### src/rtl/slave_mem_responder.sv
// ---------------------------------------------------------------------------
// slave_mem_responder
//
// Slave-side responder for the request/ack bus. It takes one transaction at
// a time, acknowledges it after a number of wait states, and then either
// commits the write into a small register-file memory or presents the read
// data for exactly one cycle after the ack.
//
// Parameters
//   DEPTH_LOG2   memory holds 2**DEPTH_LOG2 32-bit words
//   WAIT_CYCLES  wait states between request capture and ack (0..15)
//
// Ports
//   clk          rising-edge clock
//   reset        asynchronous, active-low reset
//   req          request from the interconnect, held high until ack
//   cmd          0 = read, 1 = write (valid while req is high)
//   addr         byte address; word index is addr[DEPTH_LOG2+1:2]
//   wdata        write data (valid while req and cmd are high)
//   ack          one-cycle acknowledge
//   rdata        read data, nonzero only in the cycle after a read ack
//   rdata_valid  high for exactly the cycle rdata is driven
//   busy         high whenever a transaction is in flight
//
// Optional feature
//   SLAVE_RAND_WAIT_EN  when defined, WAIT_CYCLES is ignored and each
//                       transaction's wait count comes from a 4-bit LFSR
//                       (x^4 + x^3 + 1, seed 4'b1001), giving 0..3 waits.
// ---------------------------------------------------------------------------
module slave_mem_responder #(
  parameter int DEPTH_LOG2  = 4,
  parameter int WAIT_CYCLES = 2
) (
  input  logic        clk,
  input  logic        reset,
  input  logic        req,
  input  logic        cmd,
  input  logic [31:0] addr,
  input  logic [31:0] wdata,
  output logic        ack,
  output logic [31:0] rdata,
  output logic        rdata_valid,
  output logic        busy
);

  localparam int DEPTH = 1 << DEPTH_LOG2;

  typedef enum logic [1:0] {
    IDLE = 2'd0,
    WAIT = 2'd1,
    ACK  = 2'd2,
    DATA = 2'd3
  } state_t;

  state_t                  state;
  state_t                  next_state;
  logic                    capture;
  logic [3:0]              wait_cnt;
  logic [3:0]              init_wait;
  logic [DEPTH_LOG2-1:0]   cap_idx;
  logic                    cap_cmd;
  logic [31:0]             cap_wdata;
  logic [31:0]             mem [DEPTH];
  logic                    mem_we;

  // Address bits outside the word index are deliberately ignored, which
  // makes upper addresses alias onto the memory.
  logic unused_addr_bits;
  assign unused_addr_bits = ^{addr[31:DEPTH_LOG2+2], addr[1:0]};

`ifdef SLAVE_RAND_WAIT_EN
  // Pseudo-random wait source. The current value sets the wait count of the
  // request being captured, and the register steps once per capture so the
  // sequence is reproducible from reset.
  logic [3:0] lfsr;

  assign init_wait = {2'b00, lfsr[1:0]};

  always_ff @(posedge clk or negedge reset) begin
    if (!reset) begin
      lfsr <= 4'b1001;
    end else if (capture) begin
      lfsr <= {lfsr[2:0], lfsr[3] ^ lfsr[2]};
    end
  end
`else
  localparam logic [3:0] FIXED_WAIT = 4'(WAIT_CYCLES);

  assign init_wait = FIXED_WAIT;
`endif

  // Next-state logic. Inputs matter only in IDLE (capture) and WAIT (abort
  // when the master drops req); ACK and DATA always run to completion.
  always_comb begin
    next_state = state;
    capture    = 1'b0;
    case (state)
      IDLE: begin
        if (req) begin
          capture    = 1'b1;
          next_state = (init_wait == 4'd0) ? ACK : WAIT;
        end
      end
      WAIT: begin
        if (!req) begin
          next_state = IDLE;
        end else if (wait_cnt == 4'd1) begin
          next_state = ACK;
        end
      end
      ACK: begin
        next_state = cap_cmd ? IDLE : DATA;
      end
      DATA: begin
        next_state = IDLE;
      end
      default: begin
        next_state = IDLE;
      end
    endcase
  end

  // State register plus the captured request. The wait counter is loaded on
  // capture and counts down while in WAIT; it is cleared whenever WAIT is
  // left, including on an abort.
  always_ff @(posedge clk or negedge reset) begin
    if (!reset) begin
      state     <= IDLE;
      wait_cnt  <= 4'd0;
      cap_idx   <= '0;
      cap_cmd   <= 1'b0;
      cap_wdata <= 32'd0;
    end else begin
      state <= next_state;
      if (capture) begin
        cap_idx   <= addr[DEPTH_LOG2+1:2];
        cap_cmd   <= cmd;
        cap_wdata <= wdata;
        wait_cnt  <= init_wait;
      end else if (state == WAIT) begin
        wait_cnt <= (next_state == WAIT) ? (wait_cnt - 4'd1) : 4'd0;
      end
    end
  end

  // The write lands on the edge that ends the ACK cycle, so any read
  // captured afterwards sees it. Reset clears every word.
  assign mem_we = (state == ACK) && cap_cmd;

  always_ff @(posedge clk or negedge reset) begin
    if (!reset) begin
      for (int i = 0; i < DEPTH; i++) begin
        mem[i] <= 32'd0;
      end
    end else if (mem_we) begin
      mem[cap_idx] <= cap_wdata;
    end
  end

  // Outputs are decoded straight from the state so they drop to zero the
  // moment reset is asserted.
  always_comb begin
    ack         = 1'b0;
    rdata_valid = 1'b0;
    rdata       = 32'd0;
    busy        = (state != IDLE);
    case (state)
      ACK: begin
        ack = 1'b1;
      end
      DATA: begin
        rdata_valid = 1'b1;
        rdata       = mem[cap_idx];
      end
      default: begin
        ack = 1'b0;
      end
    endcase
  end

endmodule
### config.mk
export PLATFORM = sky130hd
export DESIGN_NAME = slave_mem_responder
export DESIGN_NICKNAME = d
export VERILOG_FILES = /design/src/rtl/slave_mem_responder.sv
export SDC_FILE = /design/constraint.sdc
export NUM_CORES = 1
export LEC_CHECK = 0
export ABC_CLOCK_PERIOD_IN_PS = 3300
export CORE_MARGIN = 2
export CORE_UTILIZATION = 50
export CTS_CLUSTER_SIZE = 28
export DETAILED_ROUTE_END_ITERATION = 8
export GPL_ROUTABILITY_DRIVEN = 0
export PLACE_DENSITY = 0.68
export SYNTH_ARGS = -nofsm -noshare
export SYNTH_HDL_FRONTEND = slang
export SYNTH_SLANG_ARGS = --single-unit
### constraint.sdc
create_clock -name clk -period 3.3 [get_ports clk]
set_input_delay 0.33 -clock clk [delete_from_list [all_inputs] [get_ports clk]]
set_output_delay 0.33 -clock clk [all_outputs]
set_load 0.005 [all_outputs]
# Word-level counts from Yosys, hierarchy flattened
# Cells that the tools add are included.
# totals
register_bits	555
in_bits	68
wordCells	54
# op_classes
n_addsub	1
order_cmp	2
n_eq_ne	5
mux	19
bitwise_logic	1
n_reduce_logical	5
# ops
op	n
$bwmux W512	1
$bmux W32 S4	1
$demux W32 S4	1
$mux W32	4
$mux W4	3
$mux W2	4
$pmux W2 S4	1
$ge A5 B5 Y1 const B	1
$lt A5 B1 Y1 const B	1
$not A4 Y5	1
$eq A2 B1 Y1 const B	2
$eq A2 B2 Y1 const B	2
$eq A4 B1 Y1 const B	1
$mux W1	4
$reduce_bool A2 Y1	2
$sub A4 B1 Y4 const B	1
$logic_and A1 B1 Y1	2
$logic_not A2 Y1	1

# Logic depth before layout (Yosys ltp)
# Gate-level depths: netlist (run 1).
# depth
word_depth	8
ltp_mapped	6
depth_no_buf	5

# Worst setup path after synthesis (run 1)
# OpenSTA, ideal clock, no wires.
# synth_path
path_type	register to output
startpoint	register cap_idx[0]
endpoint	output rdata[18]
arrival_time_ns	1.692
slack_ns	1.278
path_stages_with_launch	7
n_path_buf	3
path_cell_list	dfrtp_1 buf_4 buf_2 buf_2 mux4_2 a22oi_1 o31ai_1
# synth_via
elab_chain_len	5
# synth_rtl
element	line_no	source
start: declaration	60	logic [DEPTH_LOG2-1:0] cap_idx;
start signal: assignment	136	cap_idx <= addr[DEPTH_LOG2+1:2];
$not A4 Y5 (not written as such)	173	rdata = mem[cap_idx];
$bmux W32 S4	173	
$mux W32 (not written as such) (2 in a row)	173	
$mux W32	167	case (state)
end: declaration	41	output logic [31:0] rdata,
# Every way passes these cells. The select of a mux whose other input is x is not followed.

# Worst setup path after layout (run 1)
# layout_path
startpoint	register cap_idx[0]
endpoint	output rdata[15]
# Same word-level chain as after synthesis.

==> results of run 1 <==
## area by class of cell
cell class / instances / area share (%)
clock buffer: 89 / 6.02
clock inverter: 20 / 0.615
inverter: 4 / 0.0516
multi-input combinational: 932 / 36.7
sequential: 555 / 47.8
tap: 672 / 2.89
timing repair buffer: 158 / 5.88
## layer usage
metal / vias to the layer above / wire [um] / track usage [%]
li1: 6243 / - / -
met1: 7787 / 27000 / 32.8
met2: 257 / 29600 / 39.0
met3: 85 / 2230 / 2.94
met4: 0 / 1290 / 6.85
met5: - / 0 / 0
## worst min path at each step
stage                     to  slack (ps)  depth (start not counted)
2_1_floorplan        cap_cmd          30                          0
3_3_place_gp     wait_cnt[2]         340                          1
3_5_place_dp        mem[294]         350                          1
4_1_cts        cap_wdata[19]         270                          2
5_1_grt        cap_wdata[22]         290                          2
6_report         wait_cnt[2]         290                          2
## power by group
group          total [mW]  internal (mW)  switching (mW)  leakage [nW]
logic                5.22           2.62            2.59          5.64
clock network        6.52           3.81            2.72         0.960
registers            9.15           7.78            1.37          7.64
## cells by family (layout without fill, tap and decap cells)
kind of cell    count (synthesis)  after routing  share of synthesized area (%)
buf+inv                       147            271                           2.86
simple gates                   50             51                           1.61
flops                         555            555                           55.4
mux                           743            743                           36.0
compound gates                136            136                           4.05
fa+ha+maj                       2              2                         0.0999
## placed cells by master, fill, tap and decap left out, types with 5 or more instances in the layout
master	Yosys	final
a22o_1	32	32
a22oi_1	32	24
a22oi_2	0	8
buf_12	0	13
buf_4	15	59
clkbuf_1	56	14
clkbuf_16	0	59
clkbuf_8	0	16
clkdlybuf4s50_1	0	63
clkinv_2	0	13
dfrtp_1	555	552
dlygate4sd2_1	0	5
dlymetal6s2s_1	0	5
mux2_1	59	59
mux2_2	555	555
mux2i_1	65	65
mux4_2	64	64
nand2_1	6	5
nand3_2	3	6
nor3_4	0	6
o22ai_1	32	32
o31ai_1	32	18
o31ai_2	0	12
## stage by stage
step	power, mW	cells	setup slack, ps
3_3_place_gp	13.9	2308	457
3_5_place_dp	14.1	2308	514
4_1_cts	21.0	2430	-10.4
5_1_grt	21.9	2430	-63.7
6_report	20.9	2430	26.7
2_1_floorplan	12.3	1633	1280
## repair_timing
action / CTS / global route
cloned: 4 / 0
gates resized for setup: 30 / 20
pin swaps: 1 / 2
endpoints found under the hold margin: 58 / 0
buffers inserted: 8 / 0
endpoints found under the setup margin: 32 / 22
hold buffers: 1 / 0
## registers in the layout (all words and copies together), names as in the netlist
name	flops
state	2
cap_cmd	1
wait_cnt	4
cap_idx	4
mem	512
cap_wdata	32
==> reports/results.txt, run 1 <==
Seq cells post-synth: 555
Worst setup EP type: primary output
CTS tree: built
1st-pass router iterations: 4
Post-synth EDFFs: 0
Synth async-reset ratio: 100%
Most common flop cell mapped by yosys: dfrtp_1
Sequential share of the synthesized area: 55.4%
Critical path startpoint category: flop
Post-synth net total: 1,703
Initial antenna violation count: 1
CP required: 2970 ps
Critical-path cell list: buf_16 > mux4_2 > a22oi_1 > o31ai_4 > clkdlybuf4s50_1
H-tree levels: 2
Fin crit period: 3270 ps
Routed len/inst: 24.7 um
Syn Area/Cell: 15.3 sq um
Peak fanout along the critical path: 28
DP HPWL: 34,500 um
Maximum clock insertion buffer count: 3
Fillcell total: 3,867
Hold Worst Slack: 288 ps
Clock root buffer: clkbuf_16
R2R Path End: mem[463]
Core footprint: 49,800 sq um
Status: complete, no violations
Worst-margin pin slew: 997 ps
Vias in the first global route: 15,400
RSZ-0062 raised after global routing: yes
Area after DPL: 26,800 sq um
Hold WC Path Type: in -> async
Critical Path Start: cap_idx[0]
Starting Density: 50.3%
Setup CP Type: reg -> out
Max Slew Vio Count: 0
Seq. cell area: 13,900 sq um
Post-synth top area share: 55.4%
Max-Cap Viols: 0
Largest area contributor in the netlist: dfrtp_1
FF-to-FF Start: cap_idx[0]
Antenna Cells: 0
CP delay by family, top: buffers and inverters
Vias: 14,400
Slowest CP cell: dfrtp_4
Top cells by area, synth: dfrtp_1, mux2_2, mux4_2, mux2_1, mux2i_1
Nets: 1,779
Buffers on Ports: 74
Syn-to-layout area delta: 16.0%
GRT Overall Usage: 23.5%
Die Y: 228 um
Bufs and invs on worst path: 2
Post-Syn Area: 25,100 sq um
Leak Pwr: 14.2 nW
DR vias/cell: 5.91
DIE AREA: 51,900 sq um
Worst reg-to-reg path cell count: 5
Final Hold Viols: 0
Post-route ant nets: 0
First-pass GRT wire length: 93,600 um
Drt drc: 0
Worst-skew pair later-pin latency: 630 ps
Sink Count: 555
Setup violators final: 0
Die X: 228 um
Ys Warns: 0
Post-Syn Instances: 1,633
Io pins: 103
Total CTS buffers: 58
Worst endpoint data arrival time: 2940 ps
DRT Wirelength: 60,100 um
Layout Skew: 21.9 ps
Synth top cells by count: dfrtp_1, mux2_2, buf_2
Period Utilization, post-route: 99.2%
Pin count of the biggest net entering global routing: 105
Share of cells above drive strength 1: 48.5%
Iter 0 DRT Violations: 865
Design area: 29,100 sq um
R2r setup slk: 750 ps
Setup TNS: 0 ps
FP Rows: 82
CP peak stage delay: 540 ps
Rel. slew slack: 33.2%
Final Core Density: 58.4%
CP Capture Point: rdata[15]
Pwr Density: 718 nW/um^2
Multi-input gate area: 10,700 sq um
Yosys cell types: 45
VDD IR max: 0.000505 V
Max Freq: 0.306 GHz
Clock transition at path regs: 60 ps
Overflow after GRT: 0
WP depth: 5
Power figures use the tool's default switching activity.
==> run 2, diff against run 1 <==
--- a/config.mk
+++ b/config.mk
@@ -7,11 +7,11 @@
 export LEC_CHECK = 0
 export ABC_CLOCK_PERIOD_IN_PS = 3300
 export CORE_MARGIN = 2
-export CORE_UTILIZATION = 50
+export CORE_UTILIZATION = 60
 export CTS_CLUSTER_SIZE = 28
 export DETAILED_ROUTE_END_ITERATION = 8
 export GPL_ROUTABILITY_DRIVEN = 0
-export PLACE_DENSITY = 0.68
+export PLACE_DENSITY = 0.79
 export SYNTH_ARGS = -nofsm -noshare
 export SYNTH_HDL_FRONTEND = slang
 export SYNTH_SLANG_ARGS = --single-unit
==> run 2 against run 1 <==
Compared with the run above: clock-buffer cell count decreased by 8; critical path type unchanged; highest routed layer unchanged; final cell count decreased by 6.5%; sequential power about the same; setup slack improved by 7.0 ps; cell area decreased by 1.2%.
==> reports/results.txt, run 2 (synthesized netlist as in run 1, its figures left out) <==
Status: complete, no violations
Setup TNS: 0 ps
Hold Worst Slack: 325 ps
Clock root buffer: clkbuf_16
DP HPWL: 32,700 um
Placed cells: 2,157
Io pins: 103
Syn-to-layout area delta: 14.7%
Share of cells above drive strength 1: 47.9%
Commonest cells after routing, fill and taps aside: mux2_2, dfrtp_1, clkdlybuf4s50_1
Setup violators final: 0
Drt drc: 0
Switching share of power: 31.5%
Max-Cap Viols: 0
Nets: 1,763
Antenna Cells: 0
Internal: 14.2 mW
Fin crit period: 3270 ps
Rel. slew slack: 26.3%
Post-route ant nets: 0
Worst endpoint data arrival time: 2940 ps
Fillcell total: 2,702
Worst setup EP type: primary output
Initial antenna violation count: 0
Post-route non-filler standard cell count: 2,272
Pwr Density: 722 nW/um^2
Max Slew Vio Count: 0
Buffers on Ports: 74
Overflow after GRT: 0
Period Utilization, post-route: 99.0%
Net Sw Power: 6.54 mW
Routed len/inst: 25.4 um
H-tree levels: 2
Die X: 208 um
Worst-margin pin slew: 1100 ps
DR vias/cell: 6.33
Vias in the first global route: 15,600
Hold WC Path Type: in -> reg
Total CTS buffers: 56
Pin count of the biggest net entering global routing: 99
Largest regs: mem: 512 flops, cap_wdata: 32 flops
Iter 0 DRT Violations: 844
Critical path startpoint category: flop
Final Hold Viols: 0
Commonest non-fill, non-tap cell in the layout: mux2_2
Setup CP Type: reg -> out
Layout Skew: 19.8 ps
DIE AREA: 43,400 sq um
Most flops, register: mem
Starting Density: 61.1%
Comb pwr share: 24.5%
RSZ-0062 raised after global routing: yes
Max Freq: 0.306 GHz
Max reg flops: 512
GRT Overall Usage: 27.2%
Leak Pwr: 14.1 nW
VDD IR max: 0.000555 V
Seq pwr share: 44.1%
Core footprint: 41,000 sq um
DRT Wirelength: 57,600 um
Die Y: 208 um
Vias: 14,400
Hold Crit Depth: 2
Clock transition at path regs: 60 ps
FP Rows: 74
Worst-skew pair later-pin latency: 620 ps
1st-pass router iterations: 5
Sink Count: 555
Maximum clock insertion buffer count: 3
First-pass GRT wire length: 90,500 um
Worst reg-to-reg path cell count: 6
Peak fanout along the critical path: 32
Final Core Density: 70.0%
Clock share of power: 31.4%
CP required: 2970 ps
CTS tree: built
-- run 2: cell types whose count changed in the layout (fill, tap and decap cells not counted), sizes merged --
cell / delta
buf: -13
bufbuf: -2
bufinv: +2
clkbuf: -7
clkdlybuf4s50: +9
clkinv: -1
clkinvlp: +2
dlygate4sd2: -5
dlymetal6s2s: -4
inv: +1
-- run 2: per-stage QoR --
step           setup slack [ps]  instance area [sq um]  total power [mW]
6_report                   33.7                  28700              20.7
5_1_grt                   -15.4                  28700              21.6
4_1_cts                    14.7                  28600              20.7
3_5_place_dp                426                  26500              14.0
3_3_place_gp                451                  26500              13.8
2_1_floorplan              1280                  25100              12.3
-- run 2: what timing repair did --
item | in CTS | in global routing
hold buffers | 1 | 0
pin swaps | 0 | 1
resized for setup | 7 | 19
endpoints found under the hold margin | 80 | 0
setup endpoints to repair | 30 | 23
buffers inserted | 7 | 0
gates cloned | 1 | 1
-- run 2: critical path: stages (launching register included) --
cell	delay [ps]
dfrtp_1	570
and2_1	250
nand2b_2	60
buf_4	320
o31ai_1	500
clkdlybuf4s50_1	580
-- run 2: worst paths after layout --
kind,start,to,slack [ps]
max in group asynchronous,reset,mem[49],1920
worst max register to register,cap_idx[0],mem[230],620
worst max-delay path,state[0],rdata[23],30
worst min-delay path,wdata[20],cap_wdata[20],320
worst min register to register,mem[15],mem[15],490
min in group asynchronous,reset,mem[444],360
-- run 2: layer usage --
metal | vias up | GRT usage, % | part of all wire (%)
met5 | - | 0 | 0
met4 | 0 | 9.87 | 3.0
met3 | 123 | 4.18 | 4.5
met2 | 367 | 45.6 | 50
met1 | 7691 | 36.4 | 43
li1 | 6205 | - | -
-- run 2: power by group through the flow --
stage                     registers (mW)  clock network [mW]  logic [mW]
final                               9.15                6.51        5.08
after global routing                9.35                6.91        5.39
after CTS                           9.13                6.62        4.97
after detailed placement            9.30                   0        4.71
after global placement              9.18                   0        4.63
after floorplan                     8.43                   0        3.87
-- run 2: layout make-up --
cell class                      instances  area, sq um  area share, %
Sequential cell                       555        13900           48.4
Multi-Input combinational cell        932        10700           37.1
Clock buffer                           81         1690           5.87
Timing Repair Buffer                  144         1570           5.45
Tap cell                              532          666           2.32
Clock inverter                         24          239          0.832
Inverter                                4         15.0         0.0523
==> run 3, diff against run 2 <==
--- a/config.mk
+++ b/config.mk
@@ -7,11 +7,11 @@
 export LEC_CHECK = 0
 export ABC_CLOCK_PERIOD_IN_PS = 3300
 export CORE_MARGIN = 2
-export CORE_UTILIZATION = 60
+export CORE_UTILIZATION = 66
 export CTS_CLUSTER_SIZE = 28
 export DETAILED_ROUTE_END_ITERATION = 8
 export GPL_ROUTABILITY_DRIVEN = 0
-export PLACE_DENSITY = 0.79
+export PLACE_DENSITY = 0.86
 export SYNTH_ARGS = -nofsm -noshare
 export SYNTH_HDL_FRONTEND = slang
 export SYNTH_SLANG_ARGS = --single-unit
==> run 3 against run 2 <==
Compared with the run above: critical path depth up 2; setup slack better by 25 ps; highest routed layer unchanged; combinational power up 6.5%; sequential cell count unchanged; utilization up 7.2 points; clock power up 4.8%; maximum frequency up 0.78%; largest cell class unchanged.
==> reports/results.txt, run 3 (synthesized netlist as in run 1, its figures left out) <==
VDD IR max: 0.000652 V
Routed len/inst: 27.3 um
CP required: 2970 ps
Setup CP Type: reg -> out
Worst-skew pair later-pin latency: 610 ps
DP HPWL: 34,100 um
Max Slew Vio Count: 0
Nets: 1,780
FP Rows: 71
CP peak stage delay: 500 ps
Design area: 28,900 sq um
Initial antenna violation count: 0
Worst reg-to-reg path cell count: 6
Commonest cells after routing, fill and taps aside: mux2_2, dfrtp_1, clkdlybuf4s50_1
Hold Crit Depth: 2
CP delay by family, top: buffers and inverters
DIE AREA: 39,500 sq um
FF-to-FF Start: cap_idx[0]
Clock root buffer: clkbuf_16
Pwr Total: 21.4 mW
Syn-to-layout area delta: 15.5%
Vias in the first global route: 16,100
Fin crit period: 3240 ps
Status: complete, no violations
1st-pass router iterations: 5
Critical path startpoint category: flop
Final Core Density: 77.2%
Post-route ant nets: 0
Total CTS buffers: 55
H-tree levels: 2
Worst setup EP type: primary output
DRT Wirelength: 61,800 um
GRT Overall Usage: 32.5%
Buffers on Ports: 74
Worst endpoint data arrival time: 2910 ps
DR vias/cell: 6.59
Maximum clock insertion buffer count: 3
Share of cells above drive strength 1: 48.1%
Hold WC Path Type: in -> reg
Iter 0 DRT Violations: 1,037
Most used cell, CP: buf_4
CP Capture Point: rdata[30]
Die Y: 199 um
Io pins: 103
Slowest CP cell: mux4_2
Pwr Density: 740 nW/um^2
Period Utilization, post-route: 98.2%
Critical-path cell list: buf_12 > buf_4 > buf_4 > mux4_2 > a22oi_1 > o31ai_1 > clkdlybuf4s50_1
Rel. slew slack: 43.7%
Pin count of the biggest net entering global routing: 102
DP Worst Slack: 236 ps
Layout Skew: 18.4 ps
Leak Pwr: 14.2 nW
Setup ws final: 58.8 ps
Most flops, register: mem
Antenna Cells: 0
Drt drc: 0
Commonest non-fill, non-tap cell in the layout: mux2_2
Max-Cap Viols: 0
First-pass GRT wire length: 95,500 um
Largest regs: mem: 512 flops, cap_wdata: 32 flops
Core footprint: 37,500 sq um
Final Hold Viols: 0
Area after DPL: 26,600 sq um
Starting Density: 66.8%
CTS tree: built
R2R Path End: mem[443]
Max Freq: 0.309 GHz
Bufs and invs on worst path: 4
Sink Count: 555
Setup violators final: 0
Clock transition at path regs: 60 ps
R2r setup slk: 610 ps
Max reg flops: 512
Peak fanout along the critical path: 6
RSZ-0062 raised after global routing: yes
WP depth: 7
Worst-margin pin slew: 843 ps
Die X: 199 um
Overflow after GRT: 0
Critical Path Start: cap_idx[0]
Vias: 14,900
==> run 3: cell count changes in the layout (fill, tap and decap cells not counted), moves of 2 or more <==
cell and delta:
clkbuf_1 +2, buf_12 +3, bufinv_16 +5, a22oi_2 -3, buf_4 +13, a22oi_1 +3, clkbuf_8 -2, o31ai_4 -2
buf_6 +2, inv_6 -2, clkinv_2 -6, o31ai_1 +2
==> run 3: final cells by class <==
cell class,count,area [sq um]
inverter,4,15.0
timing repair buffer,162,1780
clock inverter,21,350
clock buffer,80,1640
fill,2069,8540
tap,511,639
sequential,555,13900
multi-input combinational,932,10600
==> run 3: timing repair <==
item | in CTS | in global routing
cloned | 3 | 1
hold buffers | 1 | 0
gates resized for setup | 19 | 12
buffers inserted | 15 | 3
endpoints found under the setup margin | 32 | 15
hold endpoints to repair | 83 | 0
==> run 3: report_power, final <==
part | internal, mW | switching, mW
Combinational | 2.75 | 2.66
Sequential | 7.78 | 1.40
Clock | 4.15 | 2.67
==> run 3: how the worst min path moves through the flow <==
| stage | to | slack, ps | startpoint |
|---|---|---|---|
| 2_1_floorplan | cap_cmd | 30 | reset |
| 3_3_place_gp | cap_wdata[29] | 420 | reset |
| 3_5_place_dp | cap_wdata[29] | 430 | reset |
| 4_1_cts | cap_wdata[23] | 320 | wdata[23] |
| 5_1_grt | cap_cmd | 330 | cmd |
| 6_report | cap_wdata[10] | 330 | wdata[10] |
==> run 3: routing by layer <==
metal	share of wire, %	GRT usage, %
met1	41	44.8
met2	49	52.1
met3	6.2	5.78
met4	3.4	13.0
met5	0	0
==> run 3: through the flow <==
step                      TNS, ps  cells  hold WS (ps)
after CTS                       0   2262           316
after floorplan                 0   1633          34.4
after global routing        -69.8   2265           327
after detailed placement        0   2142           433
after global placement          0   2142           415
final                           0   2265           330
